## config.mk

```make
export PLATFORM = sky130hd
export DESIGN_NAME = muldiv_unit
export DESIGN_NICKNAME = d
export VERILOG_FILES = /design/src/rtl/muldiv_pkg.sv /design/src/rtl/muldiv_unit.sv
export SDC_FILE = /design/constraint.sdc
export NUM_CORES = 1
export LEC_CHECK = 0
export CAP_MARGIN = 25
export CORE_MARGIN = 2
export CORE_UTILIZATION = 58
export CTS_CLUSTER_SIZE = 30
export DETAILED_ROUTE_END_ITERATION = 8
export PLACE_DENSITY = 0.8
export SLEW_MARGIN = 20
export SYNTH_ARGS = -nofsm -noshare
export SYNTH_HDL_FRONTEND = slang
export SYNTH_SLANG_ARGS = --single-unit
```

## constraint.sdc

```tcl
create_clock -name clk -period 4 [get_ports clk]
set_clock_uncertainty 0.1 [all_clocks]
set_input_delay 0.8 -clock clk [delete_from_list [all_inputs] [get_ports clk]]
set_output_delay 0.8 -clock clk [all_outputs]
set_load 0.01 [all_outputs]
```

## src/rtl/muldiv_pkg.sv

```systemverilog
// Shared definitions for the iterative multiply/divide unit.
// Operation encodings and the sequencer state type.
package muldiv_pkg;

  localparam logic [1:0] OP_MULT  = 2'b00;
  localparam logic [1:0] OP_MULTU = 2'b01;
  localparam logic [1:0] OP_DIV   = 2'b10;
  localparam logic [1:0] OP_DIVU  = 2'b11;

  typedef enum logic [1:0] {
    IDLE = 2'd0,
    RUN  = 2'd1,
    FIX  = 2'd2
  } state_t;

endpackage

```

## src/rtl/muldiv_unit.sv

```systemverilog
// Shared sequential engine for MULT/MULTU/DIV/DIVU.
// One result bit per cycle on magnitudes, sign fixed up at the end.
module muldiv_unit
  import muldiv_pkg::*;
#(
  parameter int WIDTH = 32
) (
  input  logic             clk,
  input  logic             reset,
  input  logic             start,
  input  logic [1:0]       op,
  input  logic [WIDTH-1:0] a,
  input  logic [WIDTH-1:0] b,
  output logic [WIDTH-1:0] hi,
  output logic [WIDTH-1:0] lo,
  output logic             busy,
  output logic             ready,
  output logic             div_zero
);

  localparam int CW = $clog2(WIDTH + 1);
  localparam logic [CW-1:0] LAST = CW'(WIDTH - 1);

  function automatic logic [WIDTH-1:0] f_mag(
    input logic [WIDTH-1:0] x,
    input logic             sgn
  );
    return (sgn && x[WIDTH-1]) ? -x : x;
  endfunction

  state_t r_state;
  state_t w_state_nxt;

  logic [CW-1:0]    r_count;
  logic             r_is_div;
  logic             r_divz;
  logic             r_neg_q;
  logic             r_neg_r;
  logic [WIDTH-1:0] r_a;
  logic [WIDTH-1:0] r_b;
  logic [WIDTH-1:0] r_ph;
  logic [WIDTH-1:0] r_pl;
  logic [WIDTH-1:0] r_hi;
  logic [WIDTH-1:0] r_lo;
  logic             r_ready;
  logic             r_dz;

  logic             w_signed;
  logic             w_is_div;
  logic             w_divz;
  logic [WIDTH-1:0] w_abs_a;
  logic [WIDTH-1:0] w_abs_b;
  logic [WIDTH:0]   w_msum;
  logic [WIDTH:0]   w_shift;
  logic [WIDTH-1:0] w_diff;
  logic             w_ge;
  logic [WIDTH-1:0] w_ph_nxt;
  logic [WIDTH-1:0] w_pl_nxt;
  logic [2*WIDTH-1:0] w_prod;
  logic [WIDTH-1:0] w_fix_hi;
  logic [WIDTH-1:0] w_fix_lo;

  assign w_signed = (op == OP_MULT) || (op == OP_DIV);
  assign w_is_div = (op == OP_DIV) || (op == OP_DIVU);
  assign w_divz   = w_is_div && (b == '0);
  assign w_abs_a  = f_mag(a, w_signed);
  assign w_abs_b  = f_mag(b, w_signed);

  assign w_msum  = {1'b0, r_ph} + (r_pl[0] ? {1'b0, r_a} : '0);
  assign w_shift = {r_ph, r_pl[WIDTH-1]};
  assign w_ge    = w_shift >= {1'b0, r_b};
  assign w_diff  = w_shift[WIDTH-1:0] - r_b;

  // One iteration: shift-add for multiply, restoring step for divide.
  always_comb begin
    w_ph_nxt = w_msum[WIDTH:1];
    w_pl_nxt = {w_msum[0], r_pl[WIDTH-1:1]};
    if (r_is_div) begin
      w_ph_nxt = w_ge ? w_diff : w_shift[WIDTH-1:0];
      w_pl_nxt = {r_pl[WIDTH-2:0], w_ge};
    end
  end

  // Sign correction of the magnitude result.
  always_comb begin
    w_prod   = r_neg_q ? -{r_ph, r_pl} : {r_ph, r_pl};
    w_fix_hi = w_prod[2*WIDTH-1:WIDTH];
    w_fix_lo = w_prod[WIDTH-1:0];
    if (r_is_div) begin
      w_fix_hi = r_neg_r ? -r_ph : r_ph;
      w_fix_lo = r_neg_q ? -r_pl : r_pl;
    end
  end

  // Sequencer state register.
  always_ff @(posedge clk) begin
    if (reset) r_state <= IDLE;
    else       r_state <= w_state_nxt;
  end

  // Next-state selection.
  always_comb begin
    w_state_nxt = r_state;
    unique case (r_state)
      IDLE: if (start) w_state_nxt = w_divz ? FIX : RUN;
      RUN:  if (r_count == LAST) w_state_nxt = FIX;
      FIX:  w_state_nxt = IDLE;
      default: w_state_nxt = IDLE;
    endcase
  end

  // Operand capture, iteration and result write-back.
  always_ff @(posedge clk) begin
    if (reset) begin
      r_count  <= '0;
      r_is_div <= 1'b0;
      r_divz   <= 1'b0;
      r_neg_q  <= 1'b0;
      r_neg_r  <= 1'b0;
      r_a      <= '0;
      r_b      <= '0;
      r_ph     <= '0;
      r_pl     <= '0;
      r_hi     <= '0;
      r_lo     <= '0;
      r_ready  <= 1'b0;
      r_dz     <= 1'b0;
    end else begin
      r_ready <= 1'b0;
      unique case (r_state)
        IDLE: begin
          if (start) begin
            r_is_div <= w_is_div;
            r_divz   <= w_divz;
            r_neg_q  <= w_signed && (a[WIDTH-1] ^ b[WIDTH-1]);
            r_neg_r  <= w_signed && a[WIDTH-1];
            r_a      <= w_abs_a;
            r_b      <= w_abs_b;
            r_ph     <= '0;
            r_pl     <= w_is_div ? w_abs_a : w_abs_b;
            r_count  <= '0;
            r_dz     <= 1'b0;
          end
        end
        RUN: begin
          r_ph    <= w_ph_nxt;
          r_pl    <= w_pl_nxt;
          r_count <= r_count + CW'(1);
        end
        FIX: begin
          r_ready <= 1'b1;
          if (r_divz) begin
            r_dz <= 1'b1;
          end else begin
            r_hi <= w_fix_hi;
            r_lo <= w_fix_lo;
          end
        end
        default: ;
      endcase
    end
  end

  assign busy     = (r_state != IDLE);
  assign ready    = r_ready;
  assign div_zero = r_dz;
  assign hi       = r_hi;
  assign lo       = r_lo;

endmodule

```

==> impl_metrics.env <==
export IMPL_ioPinCount=136
export IMPL_synth_edff_count=0
export IMPL_power_density_nw_per_um2=356
export IMPL_grt_antenna_before_repair=1
export IMPL_hpwl_um=37700
export IMPL_post_synth_cell_area_avg_sq_um=7.59
export IMPL_cts_root_buf="clkbuf_16"
export IMPL_grt_ovfl_total=0
export IMPL_critPathMaxFanout=4
export IMPL_grt_pass1_wl_um=75400
export IMPL_drtIter0Drc=1623
export IMPL_ant_nets=0
export IMPL_yosys_area_top_type_share=0.277
export IMPL_drc=0
export IMPL_end_kind="flop"
export IMPL_nets=2190
export IMPL_finalMaxSlewViolations=0
export IMPL_hold_class="reg2reg"
export IMPL_max_freq_ghz=0.271
export IMPL_rsz0062_at_grt="no"
export IMPL_yosysSeqAreaShare=0.277
export IMPL_ctsHoldBuffers=0
export IMPL_antennaDiodeCount=0
export IMPL_wl_met3_um=3880
export IMPL_dieArea_sq_um=27000
export IMPL_seqPwrFrac=0.377
export IMPL_core_area_sq_um=25200
export IMPL_worst_pin_slew_ns=0.974
export IMPL_grt_start_max_net_pins=178
export IMPL_cts_path_max_buffers=3
export IMPL_htreeDepth=1
export IMPL_grt_pass1_vias=14004
export IMPL_min_period_ns=3.69
export IMPL_initial_core_util=0.592
export IMPL_synth_top_cell_by_area="dfxtp_1"
export IMPL_status="finished clean"
export IMPL_path_cells="inv_1 -> ha_1 -> inv_1 -> fa_1 -> a21oi_1 -> o211ai_1 -> a2111oi_2 -> buf_4 -> or2_2 -> o21ai_0 -> a31oi_1 -> xnor2_1 -> a221oi_1 -> o21ai_0"
export IMPL_max_stage_delay_ns=0.45
export IMPL_cts_setup_buffers=0
export IMPL_vias_per_cell=6.36
export IMPL_setup_tns_ns=0
export IMPL_rrSetupSlack_ns=0.31
export IMPL_yosys_top_cells_area="dfxtp_1 (28%), a211oi_1 (6.4%), nor2_1 (6.2%), ha_1 (5.8%), xnor2_1 (5.5%)"
export IMPL_combPwrFrac=0.267
export IMPL_clk_latency_ns=0.54
export IMPL_syn_nets=2103
export IMPL_syn2layout_area_growth_pct=17.3
export IMPL_intPower_uw=4140
export IMPL_drv_cap=0
export IMPL_swShare=0.335
export IMPL_p_leak_uw=0.00690
export IMPL_ys_ff_latch=206
export IMPL_worst_ep_arrival_time_ns=3.99
export IMPL_portBuffers=135
export IMPL_slowest_stage="a2111oi_2"
export IMPL_ctsResizeCount=0
export IMPL_switching_power_uw=2090
export IMPL_nFillCells=2086
export IMPL_fin_crit_sh=0.924
export IMPL_ir_drop_uv=360
export IMPL_clk_pin_slew_ns=0.06
export IMPL_die_h_um=164
export IMPL_drt_wl_total_um=49400
export IMPL_setup_viol=0
export IMPL_topRoutingLayerUsed="met5"
export IMPL_dieWidth_um=164
export IMPL_synth_ff_type="dfxtp_1"
export IMPL_drive_gt1_frac=0.0696
export IMPL_ys_async_sr_fraction=0
export IMPL_yosys_cell_types_count=83
export IMPL_grtUsageTotal=0.356
export IMPL_ys_warn_count=0
export IMPL_m1WireLength_um=20600
export IMPL_cts_sinks=206
export IMPL_numCtsBuffers=24
export IMPL_rows=58
export IMPL_worstSetupPathType="reg2reg"
export IMPL_synthTopCellsByCount="nor2_1 (247), dfxtp_1 (206), nand2_1 (155)"
export IMPL_pwr_share_clk=0.356
export IMPL_slew_headroom=0.350
export IMPL_worst_ep_required_time_ns=4.30
export IMPL_syn_area_sq_um=14900
export IMPL_dr_wl_met2_um=22400
export IMPL_critPathLaunchType="flop"
export IMPL_p_total_uw=6230
export IMPL_num_vias=15262
export IMPL_yosysMostFrequentCell="nor2_1"
export IMPL_routedWlPerCell_um=20.6
export IMPL_hold_violations=0
export IMPL_gp_congestion=1.02
export IMPL_postSynthCellCount=1963
export IMPL_cts_tree="done"
export IMPL_dr_pass1_iters=5
[critical path: cells and delay by family (launching register included)]
kind / cells / cell delay [ns]
AOI/OAI and AO/OA: 7 / 1.73
xor gates and xnor gates: 1 / 0.12
adders and majority gates: 2 / 0.64
buffers and inverters: 3 / 0.47
DFF: 1 / 0.38
and+or+nand+nor: 1 / 0.12
[per-layer routing]
metal | track usage | vias up
li1 | - | 7252
met1 | 0.467 | 7149
met2 | 0.571 | 718
met3 | 0.0551 | 141
met4 | 0.168 | 2
met5 | 0 | -
[path summary, 6_finish.rpt]
kind | start | to | cells past startpoint
setup reg to reg | r_pl[31] | r_ph[24] | 14
hold / removal | hi[26] | hi[26] | 2
setup / recovery | r_pl[31] | r_ph[24] | 14
hold reg to reg | hi[26] | hi[26] | 2
[final cells by class]
class	count	area [sq um]	share of cell area
Clock inverter	12	144	0.00823
Inverter	69	259	0.0148
Clock buffer	32	651	0.0372
Tap cell	330	413	0.0236
Multi-Input combinational cell	1552	10000	0.573
Timing Repair Buffer	197	1860	0.107
Sequential cell	206	4130	0.236
[power by group through the flow]
stage | sequential, uW | clock (uW) | combinational, uW
after floorplan | 2320 | 0 | 1130
after global placement | 2380 | 0 | 1600
after detailed placement | 2380 | 0 | 1620
after CTS | 2340 | 2220 | 1630
after global routing | 2360 | 2310 | 1800
final | 2350 | 2220 | 1660
[metrics by stage]
stage	hold slack [ns]	utilization	instances	instance area (sq um)	setup slack [ns]
2_1_floorplan	0.332	-	1963	14900	0.675
3_3_place_gp	0.340	0.662	2354	16700	0.0948
3_5_place_dp	0.348	0.662	2354	16700	0.0751
4_1_cts	0.357	0.694	2398	17500	0.0943
5_1_grt	0.369	0.694	2398	17500	0.0321
6_report	0.354	0.694	2398	17500	0.306
[sequential cells by signal, summed over array words and instances, names as in the netlist]
signal / flops
r_b: 32
r_neg_r: 1
r_a: 32
r_state: 2
hi: 32
div_zero: 1
r_is_div: 1
ready: 1
r_pl: 32
r_neg_q: 1
r_count: 6
r_divz: 1
r_ph: 32
lo: 32
[kinds of logic after synthesis]
logic type / Yosys count / share of synthesized area
simple gates: 654 / 0.208
compound gates: 600 / 0.264
flops: 206 / 0.277
buf+inv: 205 / 0.0526
xor+xnor: 169 / 0.0993
fa+ha+maj: 71 / 0.0606
mux: 58 / 0.0391
[cells in the final DEF (no fill, tap or decap), types with 11 or more instances in the layout]
cell,instances
mux2i_1,56
xnor2_1,94
nor2_1,243
dfxtp_1,205
a21o_1,32
nand2b_1,15
o211ai_1,12
nor4_1,16
o31ai_1,20
or4_1,11
clkdlybuf4s50_1,134
o22ai_1,12
inv_1,68
buf_4,59
a211oi_1,128
nor2b_1,13
or3_1,20
nor3_1,56
clkbuf_16,24
a22oi_1,12
o21ai_0,109
or2_2,11
and2_1,39
nand2_1,155
xor2_1,75
a31oi_1,27
ha_1,69
nand3_1,27
a21oi_1,151
o21a_1,17
Power figures use the tool's default switching activity.
